### config.mk
export PLATFORM = sky130hd
export DESIGN_NAME = sig_gen_pwm
export DESIGN_NICKNAME = d
export VERILOG_FILES = /design/src/rtl/sig_gen_pwm.sv
export SDC_FILE = /design/constraint.sdc
export NUM_CORES = 1
export LEC_CHECK = 0
export ABC_AREA = 1
export CORE_MARGIN = 8
export CORE_UTILIZATION = 44
export CTS_CLUSTER_DIAMETER = 30
export CTS_CLUSTER_SIZE = 25
export DETAILED_ROUTE_END_ITERATION = 8
export PLACE_DENSITY = 0.66
export SLEW_MARGIN = 20
export SYNTH_ARGS = -nofsm -noshare
export SYNTH_HDL_FRONTEND = slang
export SYNTH_SLANG_ARGS = --single-unit
### constraint.sdc
create_clock -name clk -period 4.65 [get_ports clk]
set_input_delay 0.465 -clock clk [delete_from_list [all_inputs] [get_ports clk]]
set_output_delay 0.465 -clock clk [all_outputs]
set_load 0.02 [all_outputs]
### src/rtl/sig_gen_pwm.sv
// rtl/sig_gen_pwm.sv - programmable square/pulse-wave generator, continuous or counted-burst
// Optional build macro SIGGEN_GRACEFUL_STOP_EN: continuous-mode stop finishes the current period.

module sig_gen_pwm #(
    parameter int   CNT_W      = 8,
    parameter int   BURST_W    = 8,
    parameter logic IDLE_LEVEL = 1'b0
) (
    input  logic               clk,
    input  logic               rst_n,
    input  logic               enable,
    input  logic               mode,
    input  logic [CNT_W-1:0]   high_len,
    input  logic [CNT_W-1:0]   low_len,
    input  logic [BURST_W-1:0] burst_len,
    output logic               sig,
    output logic               busy,
    output logic               done,
    output logic [BURST_W-1:0] period_cnt
);

`ifdef SIGGEN_GRACEFUL_STOP_EN
    localparam bit GRACEFUL = 1'b1;
`else
    localparam bit GRACEFUL = 1'b0;
`endif

    typedef enum logic [1:0] {
        S_IDLE,
        S_HIGH,
        S_LOW,
        S_DONE
    } state_t;

    state_t             state;
    state_t             state_n;
    logic [CNT_W-1:0]   phase_cnt;
    logic [CNT_W-1:0]   phase_cnt_n;
    logic [CNT_W-1:0]   hi_q;
    logic [CNT_W-1:0]   lo_q;
    logic [BURST_W-1:0] bl_q;
    logic               mode_q;
    logic               enable_d;
    logic [BURST_W-1:0] period_cnt_n;
    logic [BURST_W-1:0] pc_inc;
    logic               start;
    logic               abort;
    logic               sig_n;
    logic               busy_n;
    logic               done_n;

    // Zero-length settings are clamped to one cycle/period at latch time.
    logic [CNT_W-1:0]   hi_eff;
    logic [CNT_W-1:0]   lo_eff;
    logic [BURST_W-1:0] bl_eff;

    assign hi_eff = (high_len == '0) ? CNT_W'(1) : high_len;
    assign lo_eff = (low_len == '0) ? CNT_W'(1) : low_len;
    assign bl_eff = (burst_len == '0) ? BURST_W'(1) : burst_len;

    // Burst counting saturates; continuous counting wraps.
    assign pc_inc = (mode_q && (period_cnt == '1)) ? period_cnt : period_cnt + BURST_W'(1);

    assign abort = !mode_q && !enable && !GRACEFUL;

    always_comb begin
        state_n      = state;
        phase_cnt_n  = phase_cnt;
        period_cnt_n = period_cnt;
        start        = 1'b0;
        case (state)
            S_IDLE: begin
                if (mode ? (enable && !enable_d) : enable) begin
                    start        = 1'b1;
                    state_n      = S_HIGH;
                    phase_cnt_n  = '0;
                    period_cnt_n = '0;
                end
            end
            S_HIGH: begin
                if (abort) begin
                    state_n     = S_IDLE;
                    phase_cnt_n = '0;
                end else if (phase_cnt == hi_q - CNT_W'(1)) begin
                    state_n     = S_LOW;
                    phase_cnt_n = '0;
                end else begin
                    phase_cnt_n = phase_cnt + CNT_W'(1);
                end
            end
            S_LOW: begin
                // A period that completes on the same edge as a stop still counts.
                if (phase_cnt == lo_q - CNT_W'(1)) begin
                    phase_cnt_n  = '0;
                    period_cnt_n = pc_inc;
                    if (mode_q) begin
                        state_n = (pc_inc == bl_q) ? S_DONE : S_HIGH;
                    end else begin
                        state_n = enable ? S_HIGH : S_IDLE;
                    end
                end else if (abort) begin
                    state_n     = S_IDLE;
                    phase_cnt_n = '0;
                end else begin
                    phase_cnt_n = phase_cnt + CNT_W'(1);
                end
            end
            S_DONE: begin
                state_n = S_IDLE;
            end
            default: begin
                state_n = S_IDLE;
            end
        endcase
    end

    // Outputs are decoded from the next state so they register alongside it.
    always_comb begin
        sig_n  = IDLE_LEVEL;
        busy_n = 1'b0;
        done_n = 1'b0;
        case (state_n)
            S_HIGH: begin
                sig_n  = 1'b1;
                busy_n = 1'b1;
            end
            S_LOW: begin
                sig_n  = 1'b0;
                busy_n = 1'b1;
            end
            S_DONE: begin
                done_n = 1'b1;
            end
            default: begin
                sig_n = IDLE_LEVEL;
            end
        endcase
    end

    always_ff @(posedge clk) begin
        if (!rst_n) begin
            state      <= S_IDLE;
            phase_cnt  <= '0;
            period_cnt <= '0;
            enable_d   <= 1'b0;
            hi_q       <= CNT_W'(1);
            lo_q       <= CNT_W'(1);
            bl_q       <= BURST_W'(1);
            mode_q     <= 1'b0;
            sig        <= IDLE_LEVEL;
            busy       <= 1'b0;
            done       <= 1'b0;
        end else begin
            state      <= state_n;
            phase_cnt  <= phase_cnt_n;
            period_cnt <= period_cnt_n;
            enable_d   <= enable;
            sig        <= sig_n;
            busy       <= busy_n;
            done       <= done_n;
            if (start) begin
                hi_q   <= hi_eff;
                lo_q   <= lo_eff;
                bl_q   <= bl_eff;
                mode_q <= mode;
            end
        end
    end

endmodule
==> results of run 1 <==
[layout by cell type (no fill, tap or decap), types with 3 or more instances in the layout]
master / n
xnor2_1: 9
dfxtp_1: 47
nand3_2: 4
o21ai_0: 33
nor3_1: 5
ha_1: 9
nand2_2: 7
inv_1: 51
nand2_1: 107
xor2_1: 12
nand3_1: 39
nand4_1: 8
nor2_1: 53
clkbuf_8: 5
clkdlybuf4s50_1: 38
a21oi_1: 34
nand3b_1: 3
o211ai_1: 3
[worst min-delay path: cells and delay by family, from the launching register on]
| kind | cells | cell delay [ns] |
|---|---|---|
| DFF | 1 | 0.31 |
| buffers and inverters | 1 | 0.06 |
| AOI/OAI and AO/OA | 1 | 0.05 |
[registers in the layout, indices dropped and copies added (netlist names)]
name	count
lo_q	8
state	2
bl_q	8
period_cnt	8
done	1
busy	1
mode_q	1
hi_q	8
sig	1
enable_d	1
phase_cnt	8
[worst max-delay path by stage]
| stage | to |
|---|---|
| 2_1_floorplan | busy |
| 3_3_place_gp | period_cnt[6] |
| 3_5_place_dp | period_cnt[6] |
| 4_1_cts | busy |
| 5_1_grt | period_cnt[5] |
| 6_report | busy |
[through the flow]
step           utilization (%)  area [sq um]  setup WS (ns)  instances  hold WS [ns]
4_1_cts                   52.0          3460           2.27        564         0.474
3_5_place_dp              50.8          3370           2.10        556         0.462
2_1_floorplan                -          2970           2.53        453         0.444
6_report                  52.0          3460           2.26        564         0.471
3_3_place_gp              50.8          3370           2.08        556         0.462
5_1_grt                   52.0          3460           2.02        564         0.502
[kinds of logic after synthesis]
family                     synth area share, %
DFF                                       31.7
xor gates and xnor gates                  6.19
adders and majority gates                 3.79
and+or+nand+nor                           35.8
AOI/OAI and AO/OA                         13.0
buffers and inverters                     9.48
[power groups by stage]
stage | combinational, mW | sequential (mW) | clock, mW
2_1_floorplan | 0.600 | 0.585 | 0
3_3_place_gp | 0.807 | 0.576 | 0
3_5_place_dp | 0.814 | 0.576 | 0
4_1_cts | 0.818 | 0.568 | 0.249
5_1_grt | 0.926 | 0.582 | 0.266
6_report | 0.815 | 0.567 | 0.241
[per-layer routing]
metal / track usage, % / vias up
li1: - / 1517
met1: 18.5 / 1268
met2: 24.6 / 36
met3: 2.20 / 4
met4: 4.25 / 0
met5: 0 / -
[synthesized netlist by cell type (8+ instances only)]
| library cell | n |
|---|---|
| a21oi_1 | 34 |
| nand4_1 | 8 |
| inv_1 | 51 |
| nand2_1 | 107 |
| clkbuf_1 | 10 |
| nor2_1 | 53 |
| dfxtp_1 | 47 |
| ha_1 | 9 |
| xor2_1 | 12 |
| nand3_1 | 39 |
| o21ai_0 | 33 |
| xnor2_1 | 9 |
[area by class of cell]
class                   instances  area (sq um)  area share (%)
flip-flops and latches         47           941            27.2
clock inverters                 1          5.00           0.145
multi-input cells             337          1750            50.5
well taps                      80           100            2.90
repair buffers                 39           388            11.2
inverters                      53           199            5.76
clock buffers                   7          76.3            2.21
==> results by group, run 1 <==
Drt
  • Detailed-route via count: 2825
  • Per-cell routed wire length: 12.4 um
  • Met2 WL: 3.34 mm
  • First drt pass iteration count: 4
  • M1 WL: 3.43 mm
  • Post-route DRC: 0
  • Initial DRC count: 191
  • Post-DRT Antenna Nets: 0
  • DR WL met3: 169 um
  • Final wirelength: 6.99 mm
  • Top Layer Used: met4
  • Vias per std cell: 5.01

Yosys
  • Post-Synthesis Cell Area: 2970 sq um
  • Ys flop type: dfxtp_1
  • Area contributors post-synth: dfxtp_1, nand2_1, nor2_1
  • Post-synthesis cell count: 453
  • Post-synth top area share: 31.7%
  • Distinct cells, synth: 31
  • Ys async rst share: 0%
  • Yosys top cell by area: dfxtp_1
  • Post-synth EDFFs: 0
  • Mapped Nets: 490
  • Register area share after synthesis: 31.7%
  • Synth warn: 0
  • Yosys reg bits: 47
  • Synthesized area per cell: 6.55 sq um

Cells and area
  • Fillers: 678
  • Syn-to-layout area delta: 16.4%
  • ANT cells: 0
  • Share of layout cells above drive strength 1: 5.79%
  • Fin nets: 520

Timing
  • Final cycle utilization of the critical path: 51.5%
  • Setup Skew: 0.00691 ns
  • Final hold violations: 0
  • Slew @ Worst Pin: 1.01 ns
  • Crit path time final: 2.39 ns
  • Slew Viols, Final: 0
  • Worst relative slew slack: 32.2%
  • Final Setup Violations: 0
  • RSZ-0062 raised after global routing: no
  • Max Clock Freq: 418 MHz
  • Setup TNS: 0 ns

Floorplanning
  • Core ar.: 6640 sq um
  • Std-Cell Rows: 30
  • Initial Util: 44.7%
  • Die extent in x: 98.1 um
  • I/O pin cnt: 39
  • Die height: 98.1 um
  • Die area: 9630 sq um

Run status
  • Status: completed

Clock tree
  • Hold_buf cts: 0
  • Clock tree buffer depth: 2
  • Post-CTS Setup Inserts: 0
  • Root Driver: clkbuf_8
  • Htree depth: 2
  • Reg clk slew, reported paths: 0.08 ns
  • CTS Sinks: 47
  • Num CTS Buffers: 5
  • Worst-Skew Late Latency: 0.29 ns
  • CTS tree: yes
  • PostCTS Resize Cnt: 0

Setup path
  • CP Launch Type: register
  • Reg-to-reg startpoint: period_cnt[0]
  • Crit path max-delay cell type: dfxtp_1
  • CP delay by family, top: simple AND/OR/NAND/NOR gates
  • Slowest stage delay, CP: 0.43 ns
  • Kind of critical path: register to register
  • WP data required: 4.87 ns
  • Crit path depth: 16
  • Critical Path End Type: register
  • Crit Path Max Fanout: 13
  • Crit path from: period_cnt[0]
  • CP arrival: 2.61 ns
  • R2R setup slack: 2.26 ns
  • Buf/Inv on CP: 1
  • Reg2reg path depth: 16
  • Worst path most repeated cell: nand2_1
  • Critical path, cell by cell: ha_1 > nand2_1 > inv_1 > nand3_4 > nand2_1 > nand2_1 > nand2_1 > nand2_1 > nor2_1 > nand2_1 > nor2_1 > nand3_1 > nand3_2 > nand2_2 > ha_1 > nor2_1
  • End of the worst register-to-register path: busy

Job
  • Max Cap Violations: 0

Power and ir drop
  • Peak VDD IR: 0.000280 V
  • Gate power share: 50.2%
  • P_int: 0.903 mW
  • Sw frac: 44.3%
  • Sw Pwr: 0.719 mW
  • Sequential power share: 34.9%
  • Clock Power Share: 14.9%
  • Leak pwr: 1.54 nW
  • Total power: 1.62 mW
  • Pwr/cell area: 469 nW/um^2

Min path
  • Hold crit path type: register to register
  • Hold endpoint: bl_q[1]
  • HP Start: bl_q[1]
  • Hold Path Stages: 2

Global route
  • Total gr overflow: 0
  • First-pass GRT wire length: 11.7 mm
  • GR Util All Layers: 14.5%
  • Vias in the first global route: 2558
  • Initial antenna violation count: 0
  • Largest net degree at the start of global routing: 41

Placement
  • GPL Wtd Cong: 0.791
  • Post-detail-place hpwl: 5.40 mm
  • Port Buf Inserts: 38
(Power assumes the default switching activity.)
==> run 2, diff against run 1 <==
==> constraint.sdc (replaced) <==
create_clock -name clk -period 2.4 [get_ports clk]
set_input_delay 0.24 -clock clk [delete_from_list [all_inputs] [get_ports clk]]
set_output_delay 0.24 -clock clk [all_outputs]
set_load 0.02 [all_outputs]
==> results by group, run 2 (synthesis gave the netlist of run 1 again) <==
Global route
  • Initial antenna violation count: 0
  • Total gr overflow: 0
  • Largest net degree at the start of global routing: 41
  • GR Util All Layers: 15.0%
  • Vias in the first global route: 2805
  • First-pass GRT wire length: 12.3 mm

Floorplanning
  • I/O pin cnt: 39
  • Die extent in x: 98.1 um
  • Initial Util: 44.7%
  • Std-Cell Rows: 30
  • Die area: 9630 sq um
  • Die height: 98.1 um
  • Core ar.: 6640 sq um

Timing
  • Setup TNS: 0 ns
  • Final Setup Violations: 0
  • Crit path time final: 2.18 ns
  • Setup Skew: 0.00897 ns
  • Worst relative slew slack: 61.6%
  • Slew Viols, Final: 0
  • WHS: 0.476 ns
  • Final cycle utilization of the critical path: 90.9%
  • Final hold violations: 0
  • Slew @ Worst Pin: 0.576 ns
  • RSZ-0062 raised after global routing: no
  • Max Clock Freq: 458 MHz

Drt
  • Detailed-route via count: 2873
  • M1 WL: 3.37 mm
  • Post-DRT Antenna Nets: 0
  • Post-route DRC: 0
  • Initial DRC count: 91
  • First drt pass iteration count: 4
  • Vias per std cell: 5.05
  • Final wirelength: 7.06 mm
  • DR WL met3: 154 um
  • Top Layer Used: met4
  • Met2 WL: 3.46 mm
  • Per-cell routed wire length: 12.4 um

Cells and area
  • Syn-to-layout area delta: 18.7%
  • Fillers: 696
  • Share of layout cells above drive strength 1: 8.38%
  • Final Cell Area: 3520 sq um
  • Area of the multi-input gates: 1750 sq um
  • ANT cells: 0
  • Fin nets: 525
  • FF/Latch Area: 945 sq um
  • Most frequent cells in the layout: nand2_1, nor2_1, inv_1
  • Commonest non-fill, non-tap cell in the layout: nand2_1

Setup path
  • Critical Path End Type: register
  • Crit path max-delay cell type: dfxtp_2
  • Crit path depth: 15
  • Reg2reg path depth: 15
  • Buf/Inv on CP: 1
  • Slowest stage delay, CP: 0.34 ns
  • Critical path, cell by cell: inv_1 > ha_1 > or2_2 > nand3_1 > nor2_1 > nand2_1 > nor2_2 > nand3_2 > nand2_4 > nand2_1 > nand3_1 > nand3_2 > nand2_2 > ha_1 > nor2_1
  • CP Launch Type: register
  • CP delay by family, top: simple AND/OR/NAND/NOR gates
  • CP arrival: 2.42 ns
  • Kind of critical path: register to register
  • R2R setup slack: 0.22 ns
  • WP data required: 2.63 ns
  • Crit Path Max Fanout: 5

Power and ir drop
  • Sw Pwr: 1.40 mW
  • Sw frac: 43.5%
  • Leak pwr: 1.57 nW
  • Peak VDD IR: 0.000569 V
  • Sequential power share: 34.1%
  • P_int: 1.83 mW
  • Gate power share: 49.7%
  • Clock Power Share: 16.2%
  • Pwr/cell area: 918 nW/um^2

Clock tree
  • Clock tree buffer depth: 2
  • Htree depth: 2
  • CTS tree: yes
  • Hold_buf cts: 0
  • Num CTS Buffers: 5
  • Root Driver: clkbuf_8
  • Reg clk slew, reported paths: 0.09 ns
  • CTS Sinks: 47
  • Worst-Skew Late Latency: 0.30 ns

Placement
  • Port Buf Inserts: 38
  • GPL Wtd Cong: 0.912
  • Post-detail-place hpwl: 5.61 mm
  • DP Area: 3410 sq um

Job
  • Max Cap Violations: 0

Run status
  • Status: completed

Min path
  • Hold Path Stages: 2
  • Hold crit path type: register to register
==> run 2: worst register-to-register path, cell delays in order (launching register included) <==
cell     delay, ns
dfxtp_2       0.34
inv_1         0.09
ha_1          0.31
or2_2         0.27
nand3_1       0.11
nor2_1        0.06
nand2_1       0.08
nor2_2        0.05
nand3_2       0.08
nand2_4       0.07
nand2_1       0.07
nand3_1       0.07
nand3_2       0.08
nand2_2       0.06
ha_1          0.29
nor2_1        0.09
==> run 2: area by class of cell <==
class	count	area share (%)
inverter	53	5.65
multi-input combinational	337	49.8
timing repair buffer	44	12.1
clock buffer	8	2.84
sequential	47	26.8
tap	80	2.84
==> run 2: per-stage QoR <==
stage | std cells | total power, mW | utilization [%] | setup slack (ns)
floorplan | 453 | 2.29 | - | 0.282
global placement | 561 | 2.68 | 51.4 | 0.244
detailed placement | 561 | 2.70 | 51.4 | 0.156
CTS | 569 | 3.23 | 52.9 | 0.142
global route | 569 | 3.55 | 53.0 | 0.00138
finish | 569 | 3.23 | 53.0 | 0.218
==> run 2: power groups by stage <==
| stage | clock (mW) | combinational (mW) | sequential, mW |
|---|---|---|---|
| 2_1_floorplan | 0 | 1.16 | 1.13 |
| 3_3_place_gp | 0 | 1.57 | 1.11 |
| 3_5_place_dp | 0 | 1.58 | 1.12 |
| 4_1_cts | 0.544 | 1.59 | 1.10 |
| 5_1_grt | 0.573 | 1.85 | 1.13 |
| 6_report | 0.523 | 1.61 | 1.10 |
==> run 2: what timing repair did <==
item                                   4_1_cts  5_1_grt
endpoints found under the hold margin        0        0
setup endpoints to repair                    0        3
resized for setup                            0        7
setup buffers                                0        0
==> run 2: final timing paths <==
kind / to / startpoint
min reg2reg: bl_q[3] / bl_q[3]
max reg2reg: busy / lo_q[0]
max: busy / lo_q[0]
min: bl_q[3] / bl_q[3]
==> run 2: metal layers <==
layer  GRT usage (%)  up-vias
met3            3.20        9
li1                -     1529
met4            4.25        0
met1            17.7     1300
met2            26.8       35
met5               0        -
